<file path="src/rtl/tristate_bus_arbiter_pkg.sv">
// Shared definitions for tristate_bus_arbiter.
// Contents:
//   arb_state_e           - FSM state encoding (idle / drive / turnaround)
//   clog2()               - ceiling log2 for parameter-derived widths
//   TBA_CHECK_RANGE       - elaboration-time parameter range check
`ifndef TRISTATE_BUS_ARBITER_PKG_SV
`define TRISTATE_BUS_ARBITER_PKG_SV

// Expands to a generate-if that stops elaboration when val is outside [lo, hi].
`define TBA_CHECK_RANGE(val, lo, hi, msg) \
  if ((int'(val) < (lo)) || (int'(val) > (hi))) begin \
    $error(msg); \
  end

package tristate_bus_arbiter_pkg;

  typedef enum logic [1:0] {
    StIdle  = 2'd0,
    StDrive = 2'd1,
    StTurn  = 2'd2
  } arb_state_e;

  function automatic int unsigned clog2(input int unsigned value);
    int unsigned res;
    res = 0;
    while ((64'd1 << res) < 64'(value)) begin
      res++;
    end
    return res;
  endfunction

endpackage

`endif

</file>
<file path="src/rtl/tristate_bus_arbiter_rr_priority_picker.sv">
// Round-robin priority picker (purely combinational).
// Finds the first set bit of req searching upward from ptr, wrapping at N_REQ.
// Ports:
//   req      - request vector
//   ptr      - index with highest priority
//   pick     - one-hot selection (zero when nothing requested)
//   pick_idx - index of the selection (zero when nothing requested)
//   any      - at least one request present
module tristate_bus_arbiter_rr_priority_picker
  import tristate_bus_arbiter_pkg::*;
#(
  parameter int unsigned N_REQ = 4,
  localparam int unsigned IdxW = clog2(N_REQ)
) (
  input  logic [N_REQ-1:0] req,
  input  logic [IdxW-1:0]  ptr,
  output logic [N_REQ-1:0] pick,
  output logic [IdxW-1:0]  pick_idx,
  output logic             any
);

  logic [N_REQ-1:0] rot;
  logic [IdxW:0]    sum;

  always_comb begin
    // rot[i] corresponds to requester (ptr + i) mod N_REQ
    rot      = N_REQ'({req, req} >> ptr);
    pick     = '0;
    pick_idx = '0;
    any      = 1'b0;
    sum      = '0;
    // Walk downward so the lowest rotated position wins
    for (int i = N_REQ - 1; i >= 0; i--) begin
      if (rot[i]) begin
        any = 1'b1;
        sum = {1'b0, ptr} + (IdxW + 1)'(i);
      end
    end
    if (sum >= (IdxW + 1)'(N_REQ)) begin
      sum = sum - (IdxW + 1)'(N_REQ);
    end
    pick_idx = sum[IdxW-1:0];
    if (any) begin
      pick[pick_idx] = 1'b1;
    end
  end

endmodule

</file>
<file path="src/rtl/tristate_bus_arbiter.sv">
// Round-robin owner arbitration for one shared tri-state net.
// Generates per-requester buffer disables from flops and inserts TURN_CYC
// all-high-Z cycles between ownerships so two drivers never overlap.
// Ports:
//   clk   - clock, rising edge
//   rst_n - asynchronous active-low reset
//   req   - per-requester level request
//   gnt   - one-hot ownership grant, zero when no owner
//   ctl   - per-requester buffer disable (1 = high-Z), always ~gnt
//   owner - index of current owner, zero when not busy
//   busy  - high while an owner drives the net
module tristate_bus_arbiter
  import tristate_bus_arbiter_pkg::*;
#(
  parameter int unsigned N_REQ    = 4,
  parameter int unsigned TURN_CYC = 1,
  parameter int unsigned MAX_HOLD = 16,
  localparam int unsigned IdxW    = clog2(N_REQ)
) (
  input  logic             clk,
  input  logic             rst_n,
  input  logic [N_REQ-1:0] req,
  output logic [N_REQ-1:0] gnt,
  output logic [N_REQ-1:0] ctl,
  output logic [IdxW-1:0]  owner,
  output logic             busy
);

  localparam int unsigned HoldRaw = clog2(MAX_HOLD + 1);
  localparam int unsigned HoldW   = (HoldRaw < 1) ? 1 : HoldRaw;
  localparam logic [HoldW-1:0] HoldMax = '1;

  `TBA_CHECK_RANGE(N_REQ, 2, 8, "N_REQ must be within 2..8")
  `TBA_CHECK_RANGE(TURN_CYC, 1, 15, "TURN_CYC must be within 1..15")
  `TBA_CHECK_RANGE(MAX_HOLD, 0, 255, "MAX_HOLD must be within 0..255")

  arb_state_e       state_q, state_d;
  logic [N_REQ-1:0] gnt_q, gnt_d;
  logic [N_REQ-1:0] ctl_q, ctl_d;
  logic [IdxW-1:0]  owner_q, owner_d;
  logic [IdxW-1:0]  ptr_q, ptr_d;
  logic             busy_q, busy_d;
  logic [HoldW-1:0] hold_q, hold_d;
  logic [3:0]       turn_q, turn_d;

  logic [N_REQ-1:0] pick;
  logic [IdxW-1:0]  pick_idx;
  logic             pick_any;
  logic             owner_req, other_req, limit_hit;

  tristate_bus_arbiter_rr_priority_picker #(
    .N_REQ (N_REQ)
  ) u_picker (
    .req      (req),
    .ptr      (ptr_q),
    .pick     (pick),
    .pick_idx (pick_idx),
    .any      (pick_any)
  );

  always_comb begin
    owner_req = |(req & gnt_q);
    other_req = |(req & ~gnt_q);
    // hold_q counts completed drive cycles; this cycle is number hold_q + 1
    limit_hit = (MAX_HOLD != 0) && ((32'(hold_q) + 32'd1) == MAX_HOLD);
  end

  always_comb begin
    state_d = state_q;
    gnt_d   = gnt_q;
    ctl_d   = ctl_q;
    owner_d = owner_q;
    busy_d  = busy_q;
    ptr_d   = ptr_q;
    hold_d  = hold_q;
    turn_d  = turn_q;
    case (state_q)
      StIdle: begin
        if (pick_any) begin
          state_d = StDrive;
          gnt_d   = pick;
          ctl_d   = ~pick;
          owner_d = pick_idx;
          busy_d  = 1'b1;
          hold_d  = '0;
        end
      end
      StDrive: begin
        if (!owner_req || (limit_hit && other_req)) begin
          state_d = StTurn;
          gnt_d   = '0;
          ctl_d   = '1;
          owner_d = '0;
          busy_d  = 1'b0;
          ptr_d   = (owner_q == IdxW'(N_REQ - 1)) ? '0 : owner_q + IdxW'(1);
          turn_d  = 4'(TURN_CYC - 1);
        end else if (limit_hit) begin
          // Nobody else waiting: keep the bus and open a fresh hold window
          hold_d = '0;
        end else if (hold_q != HoldMax) begin
          hold_d = hold_q + HoldW'(1);
        end
      end
      StTurn: begin
        if (turn_q != 4'd0) begin
          turn_d = turn_q - 4'd1;
        end else if (pick_any) begin
          state_d = StDrive;
          gnt_d   = pick;
          ctl_d   = ~pick;
          owner_d = pick_idx;
          busy_d  = 1'b1;
          hold_d  = '0;
        end else begin
          state_d = StIdle;
        end
      end
      default: state_d = StIdle;
    endcase
  end

  always_ff @(posedge clk or negedge rst_n) begin
    if (!rst_n) begin
      state_q <= StIdle;
      gnt_q   <= '0;
      ctl_q   <= '1;
      owner_q <= '0;
      ptr_q   <= '0;
      busy_q  <= 1'b0;
      hold_q  <= '0;
      turn_q  <= '0;
    end else begin
      state_q <= state_d;
      gnt_q   <= gnt_d;
      ctl_q   <= ctl_d;
      owner_q <= owner_d;
      ptr_q   <= ptr_d;
      busy_q  <= busy_d;
      hold_q  <= hold_d;
      turn_q  <= turn_d;
    end
  end

  assign gnt   = gnt_q;
  assign ctl   = ctl_q;
  assign owner = owner_q;
  assign busy  = busy_q;

`ifndef SYNTHESIS
  // Length of the current run of no-owner cycles, saturating
  logic [3:0] hz_run_q;
  always_ff @(posedge clk or negedge rst_n) begin
    if (!rst_n) begin
      hz_run_q <= 4'hf;
    end else if (gnt_q != '0) begin
      hz_run_q <= '0;
    end else if (hz_run_q != 4'hf) begin
      hz_run_q <= hz_run_q + 4'd1;
    end
  end

  a_single_driver: assert property (@(posedge clk) disable iff (!rst_n)
    $countones(~ctl_q) <= 1);
  a_ctl_is_not_gnt: assert property (@(posedge clk) disable iff (!rst_n)
    ctl_q == ~gnt_q);
  a_turn_gap: assert property (@(posedge clk) disable iff (!rst_n)
    (gnt_q != '0 && hz_run_q != '0) |-> hz_run_q >= 4'(TURN_CYC));
  a_no_direct_swap: assert property (@(posedge clk) disable iff (!rst_n)
    (gnt_q != '0 && $past(gnt_q) != '0) |-> gnt_q == $past(gnt_q));
`endif

endmodule
</file>
<file path="config.mk">
export PLATFORM = sky130hd
export DESIGN_NAME = tristate_bus_arbiter
export DESIGN_NICKNAME = d
export VERILOG_FILES = /design/src/rtl/tristate_bus_arbiter_pkg.sv /design/src/rtl/tristate_bus_arbiter_rr_priority_picker.sv /design/src/rtl/tristate_bus_arbiter.sv
export SDC_FILE = /design/constraint.sdc
export NUM_CORES = 1
export LEC_CHECK = 0
export CORE_UTILIZATION = 58
export DETAILED_ROUTE_END_ITERATION = 7
export PLACE_DENSITY = 0.87
export REMOVE_ABC_BUFFERS = 1
export SLEW_MARGIN = 10
export SYNTH_ARGS = -nofsm -noshare
export SYNTH_HDL_FRONTEND = slang
export SYNTH_SLANG_ARGS = --single-unit
</file>
<file path="constraint.sdc">
create_clock -name clk -period 4.7 [get_ports clk]
set_input_delay 0.47 -clock clk [delete_from_list [all_inputs] [get_ports clk]]
set_output_delay 0.47 -clock clk [all_outputs]
set_load 0.01 [all_outputs]
</file>
==> impl_results.md <==
* # clock sinks at 24
* RePlAce Congestion at 0.847
* Initial Util at 61.7%
* Psw at 363 uW
* Final hold vios at 0
* Worst min path class: reg2reg
* CP arrival at 2.65 ns
* Final setup viols at 0
* Slew @ Worst Pin at 1.04 ns
* Max-slew violations at 0
* Fillers at 173
* Avg WL per Cell at 15.3 microns
* Ys Warns at 0
* Synth async-reset ratio at 100%
* Synthesis-stage register bit count at 24
* Clk buf depth at 2
* Row cnt at 17
* DRT Pass-1 Iters at 4
* Via count at 1092
* Crit. End Element: flip-flop
* Antenna violations before repair at 0
* DR vias/cell at 6.07
* Setup crit start kind: flip-flop
* CP Data Required Time at 4.92 ns
* Fmax at 0.412 GHz
* Final setup margin at 2.27 ns
* PwrDens at 566 nW/um^2
* Detailed placer's ending HPWL at 2.07 mm
* Post-CTS Hold Buffers at 0
* Post-route ant nets at 0
* Worst VDD drop at 0.399 mV
* CTS resizes at 0
* Placed Instance Area at 1550 sq um
* Net Sw Frac at 40.5%
* Mapped cell area at 1360 sq um
* P&R area growth vs syn at 16.2%
* Share of cells above drive strength 1 at 15.8%
* Clk Latency, worst-skew pair at 0.32 ns
* Clock share of power at 12.1%
* Final Cycle Share at 51.7%
* Minimum clock period after layout at 2.43 ns
* Leakage power at 0.694 nW
* Vias in the first global route at 1086
* Total Nets Final at 164
* Status: complete, no violations
* Largest net degree at the start of global routing at 25
* CTS clock-pin slew for the worst setup and hold paths at 0.13 ns
* Post-synth top flop: dfrtp_1
* Die Ht at 50.5 microns
* Number of distinct library cells after synthesis at 48
* Post-Route WL at 2.75 mm
* Max-cap violations at 0
* Final instance area at 1590 sq um
* Cells after synthesis at 134
* Worst Setup Path Type: reg2reg
* Critical path fanouts, max at 6
* DRC errors left at 0
* H-tree depth at 1
* First-pass GRT wire length at 4.90 mm
* Final Skew at 0.00640 ns
* Total global routing overflow at 0
* Total CTS buffers at 3
* Die width at 50.5 microns
* GRT Overall Usage at 26.4%
* Hold WS at 0.521 ns
* Root buffer cell: clkbuf_4
* Tot Pwr at 897 uW
* Comb pwr share at 48.3%
* Core Footprint at 2210 sq um
* Power Internal at 534 uW
* Syn Area/Cell at 10.2 sq um
* Initial DRC count at 22
* I/O pin cnt at 17
* Post-CTS Setup Repair Bufs at 0
* Relative slew slack at 30.2%
* Port bufs at 16
* CTS tree: built
* Die ar. at 2550 sq um
* Sequential element share of the synthesized area at 44.4%
* # diodes at 0
* Flop pwr share at 39.6%
* Setup TNS at 0 ns
* Place WS at 2.22 ns
* RSZ-0062 raised after global routing: no
* EDFF count, synth at 0
## registers in the layout (all words and copies together), names as in the netlist
| register | cells |
|---|---|
| ptr_q | 2 |
| busy | 1 |
| gnt | 4 |
| turn_q | 4 |
| hold_q | 5 |
| owner | 2 |
| ctl | 4 |
| state_q | 2 |
## final timing paths
check	end	slack [ns]	cells past startpoint	start
max	ptr_q[1]$_DFFE_PN0P_	2.27	8	hold_q[0]$_DFFE_PN0P_
min	ctl[2]$_DFFE_PN1P_	0.52	1	ctl[2]$_DFFE_PN1P_
max reg2reg	ptr_q[1]$_DFFE_PN0P_	2.27	8	hold_q[0]$_DFFE_PN0P_
min reg2reg	ctl[2]$_DFFE_PN1P_	0.52	1	ctl[2]$_DFFE_PN1P_
max in group asynchronous	gnt[3]$_DFFE_PN0P_	3.37	1	rst_n
min in group asynchronous	turn_q[0]$_DFFE_PN0P_	0.70	1	rst_n
## through the flow
step / instances / utilization, %
floorplan: 132 / -
global placement: 176 / 70.0
detailed placement: 176 / 70.0
CTS: 180 / 71.7
global route: 180 / 71.7
finish: 180 / 71.7
## cell type report
class / count / area, sq um / share of cell area (%)
multi-input cells: 100 / 718 / 45.3
well taps: 28 / 35.0 / 2.21
repair buffers: 16 / 160 / 10.1
inverters: 8 / 30.0 / 1.89
clock buffers: 4 / 36.3 / 2.29
flip-flops and latches: 24 / 606 / 38.2
## layer usage
layer  up-vias  wire length, microns  GRT usage, %
met1       526                  1260          34.2
met5         -                     0             0
li1        533                     -             -
met2        27                  1340          43.8
met3         6                    89          3.64
met4         0                    51          12.0
## layout by cell type (no fill, tap or decap), types with 4 or more instances in the layout
cell type | synthesis | final
inv_1 | 8 | 8
dfrtp_1 | 20 | 20
nor2_1 | 9 | 9
nand2b_1 | 7 | 7
dfstp_2 | 4 | 4
clkdlybuf4s50_1 | 0 | 16
nand3_1 | 4 | 4
nand2_1 | 10 | 10
o21ai_0 | 6 | 6
a21o_1 | 4 | 4
ha_1 | 5 | 5
## worst max-delay path, stage by stage, from the launching register on
cell and delay [ns]:
dfrtp_1 0.46, ha_1 0.28, and3_1 0.20, ha_1 0.29, nand3_1 0.12, a21oi_4 0.20, a21oi_1 0.17, nor2_2 0.25
mux2_2 0.37
## cells by family (layout without fill, tap and decap cells)
group | after synthesis | after routing | synth area share, %
adder cells (fa/ha/maj) | 5 | 5 | 4.59
buffers and inverters | 10 | 28 | 2.94
XOR/XNOR | 2 | 2 | 1.28
multiplexers | 2 | 2 | 1.83
AND/OR/NAND/NOR | 48 | 48 | 18.9
AO/OA/AOI/OAI | 43 | 43 | 26.1
flip-flops | 24 | 24 | 44.4
## power groups by stage
stage / registers [mW] / logic [mW] / clock network, mW
after floorplan: 0.358 / 0.281 / 0
after global placement: 0.351 / 0.420 / 0
after detailed placement: 0.357 / 0.433 / 0
after CTS: 0.354 / 0.435 / 0.112
after global routing: 0.368 / 0.482 / 0.118
final: 0.355 / 0.433 / 0.109
## cell usage after synthesis (3+ instances only)
cell,instances,area [sq um]
nor4_1,3,18.8
o21ai_0,6,30.0
a21oi_1,3,15.0
a21o_1,4,30.0
nand3_1,4,20.0
a22o_1,3,26.3
nand2_1,10,37.5
nand2b_1,7,43.8
ha_1,5,62.6
o21a_1,3,22.5
inv_1,8,30.0
dfrtp_1,20,500
dfstp_2,4,105
nor2_1,9,33.8
No activity file was read; power rests on OpenSTA's default activity.
==> RTL edit (config.mk and constraints unchanged) <==
The 3 states of `arb_state_e` get a one-hot encoding in 3 bits.
--- a/src/rtl/tristate_bus_arbiter_pkg.sv
+++ b/src/rtl/tristate_bus_arbiter_pkg.sv
@@ -14,10 +14,10 @@
 
 package tristate_bus_arbiter_pkg;
 
-  typedef enum logic [1:0] {
-    StIdle  = 2'd0,
-    StDrive = 2'd1,
-    StTurn  = 2'd2
+  typedef enum logic [2:0] {
+    StIdle  = 3'b001,
+    StDrive = 3'b010,
+    StTurn  = 3'b100
   } arb_state_e;
 
   function automatic int unsigned clog2(input int unsigned value);
Function: same outputs for any inputs over 10 cycles, from zero or initial values and one cycle with rst_n low; not proved beyond that.
==> RTL edit against the original RTL <==
  * Setup slack worse by 0.17 ns
  * Synthesized area decreased by 0.37%
  * Largest power group unchanged
  * Global-route usage decreased by 2.6 points
  * First-iteration DRC count down 59%
  * Largest cell class unchanged
  * Total power increased by 2.2%
  * Sequential share of layout area is 2.1 points higher
  * Worst hold slack worse by 0.0065 ns
  * Wire length up 0.11%
  * Clock skew is 0.0066 ns higher
  * Sequential cell count grew 1
  * Cell area fell by 1.1%
  * Critical path depth down 1
  * Die area shrank 0.36%
==> RTL edit: results (changes against the original RTL) <==
| Metric | Value |
|---|---|
| Status | `finished clean (unchanged)` |
| R2R depth | `7 (was 8)` |
| GRT met2 Usage | `37.8% (was 43.8%)` |
| Via/cell ratio | `6.16 (was 6.07)` |
| Flop+latch power | `0.371 mW (was 0.355 mW)` |
| Ranking of synthesized cells by area | `dfrtp_1, dfstp_2, ha_1, nor3_1, nor2_1 (was dfrtp_1, dfstp_2, ha_1, nand2b_1, nand2_1)` |
| Post-DP HPWL | `1990 um (was 2070 um)` |
| Met1 Track Usage GR | `31.8% (was 34.2%)` |
| Clk_skew | `0.0130 ns (was 0.00640 ns)` |
| Synth Area in Compound Gates | `22.2% (was 26.1%)` |
| IR Drop Worst-Case VDD | `428 uV (was 399 uV)` |
| Leakage power | `0.657 nW (was 0.694 nW)` |
| Largest net degree at the start of global routing | `26 (was 25)` |
| Rel. slew slack | `28.7% (was 30.2%)` |
| Final #Nets | `154 (was 164)` |
| Part of the Yosys area used for sequential elements | `46.5% (was 44.4%)` |
| Final Non-Filler Cells | `171 (was 180)` |
| Global-route wire length before repair | `4440 um (was 4900 um)` |
| Synth unique cells | `45 (was 48)` |
| Fillers | `169 (was 173)` |
| Number of global-route vias before repair | `960 (was 1,086)` |
| Post-synthesis mux area share | `3.13% (was 1.83%)` |
| P_int | `0.542 mW (was 0.534 mW)` |
| Crit path max-delay cell type | `o31ai_4 (was dfrtp_1)` |
| Met3 Use GR | `4.24% (was 3.64%)` |
| Routed len/inst | `16.1 um (was 15.3 um)` |
| Synth Area in XOR/XNOR | `1.93% (was 1.28%)` |
| Crit path max-delay family | `compound AO/OA/AOI/OAI gates (was adder cells)` |
| Mapped Avg Cell Area | `10.9 um2 (was 10.2 um2)` |
| Synth cell count leaders | `dfrtp_1, nor2_1, inv_1, nand2_1, nor3_1 (was dfrtp_1, nand2_1, nor2_1, inv_1, nand2b_1)` |
| Layout cell share with drive strength beyond 1 | `14.0% (was 15.8%)` |
| Placed cell area | `1540 um2 (was 1550 um2)` |
| Gp weighted congestion | `0.926 (was 0.847)` |
RTL edit: cell types whose count changed after synthesis, moves of 3 or more:
cell | unedited run | this run
nand2b_1 | 7 | 1
nor3_1 | 2 | 7
o21ai_0 | 6 | 2
o22ai_1 | 1 | 4
RTL edit: worst paths after layout:
path | start | end | slack [ns]
setup / recovery | hold_q[0]$_DFFE_PN0P_ | gnt[1]$_DFFE_PN0P_ | 2.10
hold / removal | turn_q[0]$_DFFE_PN0P_ | turn_q[0]$_DFFE_PN0P_ | 0.51
setup reg to reg | hold_q[0]$_DFFE_PN0P_ | gnt[1]$_DFFE_PN0P_ | 2.10
hold reg to reg | turn_q[0]$_DFFE_PN0P_ | turn_q[0]$_DFFE_PN0P_ | 0.51
max in group asynchronous | rst_n | hold_q[4]$_DFFE_PN0P_ | 3.35
min in group asynchronous | rst_n | turn_q[2]$_DFFE_PN0P_ | 0.70
RTL edit: logic make-up after synthesis:
kind of cell	Yosys count
simple gates	43
compound gates	35
buf+inv	11
flops	25
fa+ha+maj	4
xor+xnor	3
mux	4
RTL edit: layer usage:
layer  up-vias  part of all wire (%)  wire, um
met1       515                    48      1320
met4         0                   1.7        46
met5         -                     0         0
met2        20                    48      1310
met3         5                   2.7        74
li1        513                     -         -
RTL edit: through the flow:
| stage | worst slack (ns) | power [mW] |
|---|---|---|
| detailed placement | 2.12 | 0.821 |
| global route | 1.93 | 0.979 |
| finish | 2.10 | 0.917 |
| CTS | 2.11 | 0.919 |
| floorplan | 2.33 | 0.660 |
| global placement | 2.26 | 0.801 |
RTL edit: layout make-up:
cell class / instances / area share, %
flip-flops and latches: 25 / 40.3
multi-input cells: 89 / 43.1
clock buffers: 3 / 1.44
clock inverters: 1 / 0.319
well taps: 28 / 2.23
inverters: 8 / 1.92
repair buffers: 17 / 10.7
